<file path="config.mk">
export PLATFORM = sky130hd
export DESIGN_NAME = alu_pipe_flat
export DESIGN_NICKNAME = d
export VERILOG_FILES = /design/src/rtl/alu_pkg.sv /design/src/rtl/alu_if.sv /design/src/rtl/alu_div_iter.sv /design/src/rtl/alu_pipe.sv /design/src/flat_wrapper.sv
export SDC_FILE = /design/constraint.sdc
export NUM_CORES = 1
export LEC_CHECK = 0
export BUFFER_PORTS_ARGS = -buffer_cell sky130_fd_sc_hd__buf_2
export CAP_MARGIN = 40
export CORE_ASPECT_RATIO = 1.25
export CORE_UTILIZATION = 60
export DETAILED_ROUTE_END_ITERATION = 7
export HOLD_SLACK_MARGIN = 0.1
export PLACE_DENSITY = 0.81
export SLEW_MARGIN = 40
export SYNTH_ARGS = -nofsm -noshare
export SYNTH_HDL_FRONTEND = slang
export SYNTH_SLANG_ARGS = --single-unit
</file>
<file path="constraint.sdc">
create_clock -name clk -period 3.2 [get_ports clk]
set_input_delay 0.32 -clock clk [delete_from_list [all_inputs] [get_ports clk]]
set_output_delay 0.32 -clock clk [all_outputs]
set_load 0.02 [all_outputs]
</file>
<file path="src/rtl/alu_pkg.sv">
`default_nettype none
// +------------------------------------------------------------------+
// | alu_pkg : opcode/state types and decode helpers for alu_pipe     |
// | Rev 1.0 : initial release                                        |
// +------------------------------------------------------------------+
package alu_pkg;

  typedef enum logic [3:0] {
    OP_ADD  = 4'd0,
    OP_SUB  = 4'd1,
    OP_AND  = 4'd2,
    OP_OR   = 4'd3,
    OP_XOR  = 4'd4,
    OP_SLL  = 4'd5,
    OP_SRL  = 4'd6,
    OP_SRA  = 4'd7,
    OP_SLT  = 4'd8,
    OP_SLTU = 4'd9,
    OP_DIV  = 4'd10,
    OP_DIVU = 4'd11,
    OP_REM  = 4'd12,
    OP_REMU = 4'd13
  } alu_op_e;

  typedef enum logic [1:0] {
    IDLE = 2'd0,
    DIV  = 2'd1,
    DONE = 2'd2
  } alu_state_e;

  function automatic logic is_div_op(input alu_op_e op);
    return op inside {OP_DIV, OP_DIVU, OP_REM, OP_REMU};
  endfunction

  function automatic logic is_signed_op(input alu_op_e op);
    return op inside {OP_DIV, OP_REM};
  endfunction

  function automatic logic is_rem_op(input alu_op_e op);
    return op inside {OP_REM, OP_REMU};
  endfunction

endpackage
`default_nettype wire

</file>
<file path="src/rtl/alu_if.sv">
`default_nettype none
// +------------------------------------------------------------------+
// | alu_if : request/result handshake bundle for alu_pipe            |
// | Rev 1.0 : initial release                                        |
// +------------------------------------------------------------------+
interface alu_if #(
  parameter int XLEN = 32
);
  import alu_pkg::*;

  logic            in_valid;
  logic            in_ready;
  alu_op_e         op;
  logic [XLEN-1:0] d1;
  logic [XLEN-1:0] d2;
  logic            out_valid;
  logic            out_ready;
  logic [XLEN-1:0] alu_output;
  logic            zero;
  logic            last_bit;
  logic            illegal;

  modport master (
    output in_valid, op, d1, d2, out_ready,
    input  in_ready, out_valid, alu_output, zero, last_bit, illegal
  );

  modport slave (
    input  in_valid, op, d1, d2, out_ready,
    output in_ready, out_valid, alu_output, zero, last_bit, illegal
  );

endinterface
`default_nettype wire

</file>
<file path="src/rtl/alu_div_iter.sv">
`default_nettype none
// +------------------------------------------------------------------+
// | alu_div_iter : restoring unsigned divider, one bit per cycle     |
// | Rev 1.0 : initial release                                        |
// +------------------------------------------------------------------+
module alu_div_iter #(
  parameter int XLEN = 32
) (
  input  logic            clk,
  input  logic            rst,
  input  logic            start,
  input  logic [XLEN-1:0] dividend,
  input  logic [XLEN-1:0] divisor,
  output logic            busy,
  output logic [XLEN-1:0] quotient,
  output logic [XLEN-1:0] remainder
);

  localparam int CW = $clog2(XLEN) + 1;

  logic [XLEN-1:0] quo_q, quo_d;
  logic [XLEN-1:0] rem_q, rem_d;
  logic [XLEN-1:0] dvs_q, dvs_d;
  logic [CW-1:0]   cnt_q, cnt_d;
  logic [XLEN:0]   partial;
  logic [XLEN:0]   trial;

  always_comb begin
    quo_d   = quo_q;
    rem_d   = rem_q;
    dvs_d   = dvs_q;
    cnt_d   = cnt_q;
    partial = {rem_q, quo_q[XLEN-1]};
    trial   = partial - {1'b0, dvs_q};
    if (start) begin
      quo_d = dividend;
      rem_d = '0;
      dvs_d = divisor;
      cnt_d = CW'(XLEN);
    end else if (cnt_q != '0) begin
      // a borrow out of the trial subtraction means the divisor did not fit
      quo_d = {quo_q[XLEN-2:0], ~trial[XLEN]};
      rem_d = trial[XLEN] ? partial[XLEN-1:0] : trial[XLEN-1:0];
      cnt_d = cnt_q - CW'(1);
    end
  end

  always_ff @(posedge clk or posedge rst) begin
    if (rst) begin
      quo_q <= '0;
      rem_q <= '0;
      dvs_q <= '0;
      cnt_q <= '0;
    end else begin
      quo_q <= quo_d;
      rem_q <= rem_d;
      dvs_q <= dvs_d;
      cnt_q <= cnt_d;
    end
  end

  // Drops one cycle early so the caller's FSM leaves its wait state as the final bit lands.
  assign busy      = (cnt_q > CW'(1));
  assign quotient  = quo_q;
  assign remainder = rem_q;

endmodule
`default_nettype wire

</file>
<file path="src/rtl/alu_pipe.sv">
`default_nettype none
// +------------------------------------------------------------------+
// | alu_pipe : RV32I ALU with registered, handshaked result.         |
// | ALU_DIV_EN adds an iterative DIV/DIVU/REM/REMU unit.             |
// | Rev 1.0 : initial release                                        |
// +------------------------------------------------------------------+
module alu_pipe
  import alu_pkg::*;
#(
  parameter int XLEN = 32
) (
  input  logic clk,
  input  logic rst,
  alu_if.slave bus
);

  localparam int SHW = $clog2(XLEN);

  logic [SHW-1:0]  shamt;
  logic [XLEN-1:0] alu_res;
  logic            accept;
  logic            op_illegal;
  logic            wr_en;
  logic            wr_illegal;
  logic [XLEN-1:0] wr_data;

  logic            out_valid_q, out_valid_d;
  logic [XLEN-1:0] result_q, result_d;
  logic            zero_q, zero_d;
  logic            last_bit_q, last_bit_d;
  logic            illegal_q, illegal_d;

  assign shamt  = bus.d2[SHW-1:0];
  assign accept = bus.in_valid && bus.in_ready;

  always_comb begin
    alu_res = '0;
    case (bus.op)
      OP_ADD:  alu_res = bus.d1 + bus.d2;
      OP_SUB:  alu_res = bus.d1 + ~bus.d2 + XLEN'(1);
      OP_AND:  alu_res = bus.d1 & bus.d2;
      OP_OR:   alu_res = bus.d1 | bus.d2;
      OP_XOR:  alu_res = bus.d1 ^ bus.d2;
      OP_SLL:  alu_res = bus.d1 << shamt;
      OP_SRL:  alu_res = bus.d1 >> shamt;
      OP_SRA:  alu_res = $unsigned($signed(bus.d1) >>> shamt);
      OP_SLT:  alu_res = {{(XLEN-1){1'b0}}, ($signed(bus.d1) < $signed(bus.d2))};
      OP_SLTU: alu_res = {{(XLEN-1){1'b0}}, (bus.d1 < bus.d2)};
      default: alu_res = '0;
    endcase
  end

`ifdef ALU_DIV_EN
  localparam logic [XLEN-1:0] c_min  = {1'b1, {(XLEN-1){1'b0}}};
  localparam logic [XLEN-1:0] c_ones = '1;

  alu_state_e      state_q, state_d;
  logic            div_start, div_busy, div_zero, div_ovf;
  logic            neg_a, neg_b;
  logic            q_neg_q, q_neg_d, r_neg_q, r_neg_d, rem_sel_q, rem_sel_d;
  logic [XLEN-1:0] mag_a, mag_b, quotient, remainder, div_result;

  assign op_illegal   = (bus.op > OP_REMU);
  assign div_zero     = is_div_op(bus.op) && (bus.d2 == '0);
  assign div_ovf      = is_signed_op(bus.op) && (bus.d1 == c_min) && (bus.d2 == c_ones);
  assign neg_a        = is_signed_op(bus.op) && bus.d1[XLEN-1];
  assign neg_b        = is_signed_op(bus.op) && bus.d2[XLEN-1];
  assign mag_a        = neg_a ? -bus.d1 : bus.d1;
  assign mag_b        = neg_b ? -bus.d2 : bus.d2;
  assign bus.in_ready = (state_q == IDLE) && (!out_valid_q || bus.out_ready);

  alu_div_iter #(
    .XLEN (XLEN)
  ) u_div (
    .clk       (clk),
    .rst       (rst),
    .start     (div_start),
    .dividend  (mag_a),
    .divisor   (mag_b),
    .busy      (div_busy),
    .quotient  (quotient),
    .remainder (remainder)
  );

  always_ff @(posedge clk or posedge rst) begin
    if (rst) begin
      state_q <= IDLE;
    end else begin
      state_q <= state_d;
    end
  end

  always_comb begin
    state_d = state_q;
    case (state_q)
      IDLE:    if (div_start) state_d = DIV;
      DIV:     if (!div_busy) state_d = DONE;
      DONE:    state_d = IDLE;
      default: state_d = IDLE;
    endcase
  end

  // Sign fix-up: quotient negative when signs differ, remainder follows the dividend.
  always_comb begin
    q_neg_d   = q_neg_q;
    r_neg_d   = r_neg_q;
    rem_sel_d = rem_sel_q;
    if (div_start) begin
      q_neg_d   = neg_a ^ neg_b;
      r_neg_d   = neg_a;
      rem_sel_d = is_rem_op(bus.op);
    end
    div_result = rem_sel_q ? (r_neg_q ? -remainder : remainder)
                           : (q_neg_q ? -quotient  : quotient);
  end

  always_ff @(posedge clk or posedge rst) begin
    if (rst) begin
      q_neg_q   <= 1'b0;
      r_neg_q   <= 1'b0;
      rem_sel_q <= 1'b0;
    end else begin
      q_neg_q   <= q_neg_d;
      r_neg_q   <= r_neg_d;
      rem_sel_q <= rem_sel_d;
    end
  end
`else
  assign op_illegal   = (bus.op > OP_SLTU);
  assign bus.in_ready = !out_valid_q || bus.out_ready;
`endif

  always_comb begin
    wr_en      = 1'b0;
    wr_illegal = 1'b0;
    wr_data    = '0;
`ifdef ALU_DIV_EN
    div_start  = 1'b0;
    case (state_q)
      IDLE: begin
        if (accept) begin
          if (op_illegal) begin
            wr_en      = 1'b1;
            wr_illegal = 1'b1;
          end else if (div_zero) begin
            wr_en   = 1'b1;
            wr_data = is_rem_op(bus.op) ? bus.d1 : c_ones;
          end else if (div_ovf) begin
            wr_en   = 1'b1;
            wr_data = is_rem_op(bus.op) ? '0 : c_min;
          end else if (is_div_op(bus.op)) begin
            div_start = 1'b1;
          end else begin
            wr_en   = 1'b1;
            wr_data = alu_res;
          end
        end
      end
      DONE: begin
        wr_en   = 1'b1;
        wr_data = div_result;
      end
      default: ;
    endcase
`else
    if (accept) begin
      wr_en      = 1'b1;
      wr_illegal = op_illegal;
      wr_data    = op_illegal ? '0 : alu_res;
    end
`endif
  end

  always_comb begin
    out_valid_d = out_valid_q;
    result_d    = result_q;
    zero_d      = zero_q;
    last_bit_d  = last_bit_q;
    illegal_d   = illegal_q;
    if (wr_en) begin
      out_valid_d = 1'b1;
      result_d    = wr_data;
      zero_d      = (wr_data == '0);
      last_bit_d  = wr_data[XLEN-1];
      illegal_d   = wr_illegal;
    end else if (bus.out_ready) begin
      out_valid_d = 1'b0;
    end
  end

  always_ff @(posedge clk or posedge rst) begin
    if (rst) begin
      out_valid_q <= 1'b0;
      result_q    <= '0;
      zero_q      <= 1'b0;
      last_bit_q  <= 1'b0;
      illegal_q   <= 1'b0;
    end else begin
      out_valid_q <= out_valid_d;
      result_q    <= result_d;
      zero_q      <= zero_d;
      last_bit_q  <= last_bit_d;
      illegal_q   <= illegal_d;
    end
  end

  assign bus.out_valid  = out_valid_q;
  assign bus.alu_output = result_q;
  assign bus.zero       = zero_q;
  assign bus.last_bit   = last_bit_q;
  assign bus.illegal    = illegal_q;

endmodule
`default_nettype wire

</file>
<file path="src/flat_wrapper.sv">
// flat-port wrapper written by rule: the top's interface ports become plain ports
module alu_pipe_flat import alu_pkg::*;
#(
  parameter int XLEN = 32
)
  (clk, rst, bus_in_valid, bus_op, bus_d1, bus_d2, bus_out_ready, bus_in_ready, bus_out_valid, bus_alu_output, bus_zero, bus_last_bit, bus_illegal);
  alu_if #(.XLEN(XLEN)) bus_i ();
  input  logic clk;
  input  logic rst;
  input wire logic [$bits(bus_i.in_valid)-1:0] bus_in_valid;
  input wire logic [$bits(bus_i.op)-1:0] bus_op;
  input wire logic [$bits(bus_i.d1)-1:0] bus_d1;
  input wire logic [$bits(bus_i.d2)-1:0] bus_d2;
  input wire logic [$bits(bus_i.out_ready)-1:0] bus_out_ready;
  output wire logic [$bits(bus_i.in_ready)-1:0] bus_in_ready;
  output wire logic [$bits(bus_i.out_valid)-1:0] bus_out_valid;
  output wire logic [$bits(bus_i.alu_output)-1:0] bus_alu_output;
  output wire logic [$bits(bus_i.zero)-1:0] bus_zero;
  output wire logic [$bits(bus_i.last_bit)-1:0] bus_last_bit;
  output wire logic [$bits(bus_i.illegal)-1:0] bus_illegal;
  assign bus_i.in_valid = bus_in_valid;
  assign bus_i.op = bus_op;
  assign bus_i.d1 = bus_d1;
  assign bus_i.d2 = bus_d2;
  assign bus_i.out_ready = bus_out_ready;
  assign bus_in_ready = bus_i.in_ready;
  assign bus_out_valid = bus_i.out_valid;
  assign bus_alu_output = bus_i.alu_output;
  assign bus_zero = bus_i.zero;
  assign bus_last_bit = bus_i.last_bit;
  assign bus_illegal = bus_i.illegal;
  alu_pipe #(.XLEN(XLEN)) u_core (.clk(clk), .rst(rst), .bus(bus_i));
endmodule
</file>
==> out/metrics.cfg, run 1 <==
[status]
outcome=did not finish
lastStage=5_1_grt
error=[ERROR GRT-0116] Global routing finished with congestion. Check the congestion regions in the DRC Viewer.

[place]
port_buffers=108
dp_cells=2335
place_congestion=1.33
detailed_place_hpwl_um=48800

[logic_synthesis]
async_reset_ff_frac=1.00
ys_warn_count=0
synth_seq_area_share=0.0772
ys_seq_elements=35
syn_area_um2=11300
syn_inst=1591
synth_edf_count=0
synthFlopType=dfrtp_1
syn_area_per_cell_um2=7.13
ys_types=91
syn_nets=1762

[die]
die_w_um=125
rows=55
die_h_um=156
initial_core_util=0.619
pin_count=109

[cts]
cts_made_buffers=5
clock_sinks=35
root_buffer=clkbuf_16
cts_htree_levels=2
cts_buffer_depth=2

[grt]
grt_pass1_vias=20600
grt_pass1_wl_um=125000
grt_max_degree=43
grt_usage=0.822
grt.overflow.total=372

layer usage:
layer | GRT overflow | global-route usage
met1 | 6 | 0.794
met2 | 226 | 1.02
met3 | 20 | 0.662
met4 | 117 | 0.837
met5 | 3 | 0.427
metrics by stage:
step	cell area, um2	util	hold WS [ps]	setup TNS [ps]	worst slack [ps]
2_1_floorplan	11500	-	428	-628	-476
3_3_place_gp	15800	0.866	449	-2740	-785
3_5_place_dp	15800	0.866	396	-3700	-771
4_1_cts	16200	0.886	276	-209	-209
repair_timing:
| action | in CTS |
|---|---|
| resized for setup | 37 |
| hold buffers | 1 |
| pin swaps | 11 |
| buffers inserted | 1 |
| setup endpoints to repair | 6 |
| hold endpoints to repair | 15 |
cell families after synthesis:
family / after synthesis / synth area share
AND/OR/NAND/NOR: 533 / 0.222
XOR/XNOR: 27 / 0.0209
adder cells (fa/ha/maj): 99 / 0.111
multiplexers: 132 / 0.154
flip-flops: 35 / 0.0772
buffers and inverters: 226 / 0.0834
AO/OA/AOI/OAI: 539 / 0.332
synthesized netlist by cell type (6+ instances only):
cell / instances / area share
nor2_1: 144 / 0.048
mux2_2: 38 / 0.038
nor3b_1: 6 / 0.0040
nand3_1: 44 / 0.019
a41oi_1: 6 / 0.0046
o211ai_1: 32 / 0.021
buf_1: 11 / 0.0036
o22ai_1: 38 / 0.021
nand2b_1: 12 / 0.0066
a211o_1: 9 / 0.0070
o31ai_1: 15 / 0.0099
a221oi_1: 9 / 0.0070
a31oi_1: 17 / 0.0094
o221ai_1: 11 / 0.0085
dfrtp_1: 35 / 0.077
a21oi_1: 104 / 0.046
nand2_1: 167 / 0.055
o41ai_1: 6 / 0.0046
and2_1: 9 / 0.0050
a2111oi_0: 8 / 0.0062
nor4_1: 19 / 0.010
inv_1: 90 / 0.030
nor2b_1: 21 / 0.012
mux4_2: 28 / 0.056
nand4_1: 16 / 0.0088
mux2i_1: 61 / 0.054
a21o_1: 25 / 0.017
buf_2: 33 / 0.015
or3_1: 8 / 0.0044
or2_2: 6 / 0.0033
ha_1: 97 / 0.11
buf_6: 6 / 0.0060
and3_1: 15 / 0.0083
a211oi_1: 33 / 0.022
xnor2_1: 22 / 0.017
nor3_1: 42 / 0.019
o21ai_0: 80 / 0.035
o21a_1: 7 / 0.0046
o2111ai_1: 13 / 0.010
a22o_1: 13 / 0.010
a22oi_1: 27 / 0.018
clkbuf_1: 79 / 0.026
a311oi_1: 12 / 0.0093
==> run 2: changes to the inputs <==
--- a/config.mk
+++ b/config.mk
@@ -7,11 +7,9 @@
 export LEC_CHECK = 0
 export BUFFER_PORTS_ARGS = -buffer_cell sky130_fd_sc_hd__buf_2
 export CAP_MARGIN = 40
-export CORE_ASPECT_RATIO = 1.25
-export CORE_UTILIZATION = 60
+export CORE_UTILIZATION = 40
 export DETAILED_ROUTE_END_ITERATION = 7
-export HOLD_SLACK_MARGIN = 0.1
-export PLACE_DENSITY = 0.81
+export PLACE_DENSITY_LB_ADDON = 0.15
 export SLEW_MARGIN = 40
 export SYNTH_ARGS = -nofsm -noshare
 export SYNTH_HDL_FRONTEND = slang
==> run 2 against run 1 <==
  * The flow now finishes, with violations (setup timing)
  * Area after synthesis unchanged
  * Synthesized cell count unchanged
==> out/metrics.cfg, run 2 <==
[pwr]
ir_drop_uv=161
p_total_mw=4.31
power.density_nw_per_um2=243
static-leakage-power_nw=8.45

[die]
pin_count=109  ; unchanged
rows=61  ; was 55
die_w_um=170  ; was 125 um
dieArea_um2=29000
die_h_um=170  ; was 156 um
initial_core_util=0.407  ; was 0.619
core_um2=27900

[drt]
wirelength_um=68300
drc=0
wl_per_cell_um=26.3
final_antenna_net_count=0
vias=16700
first_pass_iters=6
drt_iter0_markers=2303
avgViaCountPerCell=6.42

[timing]
rsz0062_at_grt=yes
worst_slack_ps=-144
maxSlewHeadroom=0.374
finalSetupTns_ps=-144
setup_viol=1
fmax_mhz=299
worst_hold_slack_ps=117
fin_crit_ps=3340
slew_violations=0
finalHoldViolCount=0
period_share=1.04
tightestPinTransition_ps=935
fin_skew_ps=6.62

[logic_synthesis]
synth_top_area_cell=ha_1  ; unchanged
ys_warn_count=0  ; unchanged
synth_area_leaders=ha_1, dfrtp_1, mux4_2  ; unchanged
syn_area_um2=11300  ; unchanged
ys_seq_elements=35  ; unchanged
syn_inst=1591  ; unchanged
async_reset_ff_frac=1.00  ; unchanged
synth_edf_count=0  ; unchanged
ys_types=91  ; unchanged
synth_top_cells_by_count=nand2_1, nor2_1, a21oi_1  ; unchanged
syn_area_per_cell_um2=7.13  ; unchanged
synthFlopType=dfrtp_1  ; unchanged
syn_nets=1762  ; unchanged
synth_top_area_frac=0.107  ; unchanged
synth_most_common_cell=nand2_1  ; unchanged
synth_seq_area_share=0.0772  ; unchanged

[worst_setup_path]
worstPathMaxFanout=5
cp_data_required_time_ps=3390
start_kind=input pin
end_kind=register
cp.arrival_ps=3530
crit_type=input pin to register
ff2ff_setup_slack_ps=790

[cts]
clock_sinks=35  ; unchanged
clk_latency_ps=280
cts_tree=built
cts_buffer_depth=2  ; unchanged
cts_htree_levels=2  ; unchanged
root_buffer=clkbuf_16  ; unchanged
cts_made_buffers=5  ; unchanged
clk_pin_slew_ps=50

[grt]
grt_usage=0.458
grt_pass1_wl_um=97800
antenna_found_initial=1
grt.overflow.total=0
grt_pass1_vias=15400
grt_max_degree=36

[finish]
fin_util=0.637
fill_cells=2530
final_cells=2600
drive_gt1_frac=0.435
largest_register_ffs=31
area_growth_pct=56.6
fin_nets=2392
layout_commonest_cell=buf_4
mostFrequentLayoutCells=buf_4, nand2_1, nor2_1

[job]
drv_cap=0

[place]
place_congestion=1.10  ; was 1.33
port_buffers=108  ; unchanged
detailed_place_hpwl_um=56600  ; was 48800 um
dp_cells=2571  ; was 2335

[worst_hold_path]
hp-class=input pin to async pin

[status]
outcome=finished with violations  ; was did not finish
failed_checks=setup timing

==> run 2: cell counts after synthesis <==
Identical to the previous run, type by type.
==> run 2: layout make-up <==
| cell class | count | area [um2] | share of cell area |
|---|---|---|---|
| multi-input cells | 1330 | 10200 | 0.577 |
| repair buffers | 755 | 5640 | 0.318 |
| flip-flops and latches | 35 | 876 | 0.0493 |
| well taps | 378 | 473 | 0.0266 |
| inverters | 94 | 372 | 0.0209 |
| clock buffers | 6 | 139 | 0.00782 |
| clock inverters | 1 | 5.00 | 0.000282 |
| diodes | 1 | 2.50 | 0.000141 |
==> run 2: routing by layer <==
| layer | GRT usage | vias to the layer above | part of all wire |
|---|---|---|---|
| li1 | - | 7265 | - |
| met1 | 0.601 | 7873 | 0.39 |
| met2 | 0.723 | 1270 | 0.43 |
| met3 | 0.0728 | 287 | 0.11 |
| met4 | 0.231 | 0 | 0.064 |
| met5 | 0 | - | 0 |
==> run 2: kinds of logic after synthesis <==
group	count (synthesis)	share of synthesized area
AOI/OAI and AO/OA	539	0.332
xor gates and xnor gates	27	0.0209
adders and majority gates	99	0.111
buffers and inverters	226	0.0834
DFF	35	0.0772
muxes	132	0.154
and+or+nand+nor	533	0.222
==> run 2: power breakdown <==
group / internal [mW] / total (mW) / switching (mW)
logic: 1.49 / 3.30 / 1.81
registers: 0.503 / 0.534 / 0.0313
clock network: 0.303 / 0.468 / 0.165
total: 2.29 / 4.31 / 2.01
==> run 2: final timing paths <==
kind / start / to / depth (start not counted)
hold reg to reg: u_core.bus.alu_output[6] / u_core.bus.alu_output[6] / 2
max in group asynchronous: rst / u_core.bus.alu_output[29] / 3
hold / removal: rst / u_core.bus.alu_output[12] / 3
setup / recovery: bus_d2[2] / u_core.bus.zero / 19
min in group clk: bus_in_valid / u_core.bus.out_valid / 2
setup reg to reg: u_core.bus.out_valid / u_core.bus.zero / 9
==> run 2: per-stage QoR <==
step | worst slack (ps) | cell area, um2
2_1_floorplan | -476 | 11500
3_3_place_gp | -825 | 16700
3_5_place_dp | -705 | 16700
4_1_cts | -173 | 17200
5_1_grt | -260 | 17800
6_report | -144 | 17800
==> run 2: what timing repair did <==
| action | CTS | global route |
|---|---|---|
| pin swaps | 24 | 43 |
| hold buffers | 0 | 0 |
| setup endpoints to repair | 6 | 11 |
| gates resized for setup | 69 | 96 |
| cloned | 0 | 0 |
| setup buffers | 10 | 13 |
| endpoints found under the hold margin | 0 | 0 |
==> run 2: worst max-delay path: stages <==
cell	delay [ps]
buf_4	120
inv_8	40
ha_4	290
buf_4	120
a211oi_4	60
buf_4	140
o41ai_4	300
buf_6	190
a211oi_2	70
buf_4	160
or3_4	380
o21ai_4	170
buf_4	140
o22ai_1	60
nor2_1	150
o21ai_2	100
o41ai_2	340
nand3b_1	150
o31ai_2	220
No activity file was read; power rests on OpenSTA's default activity.
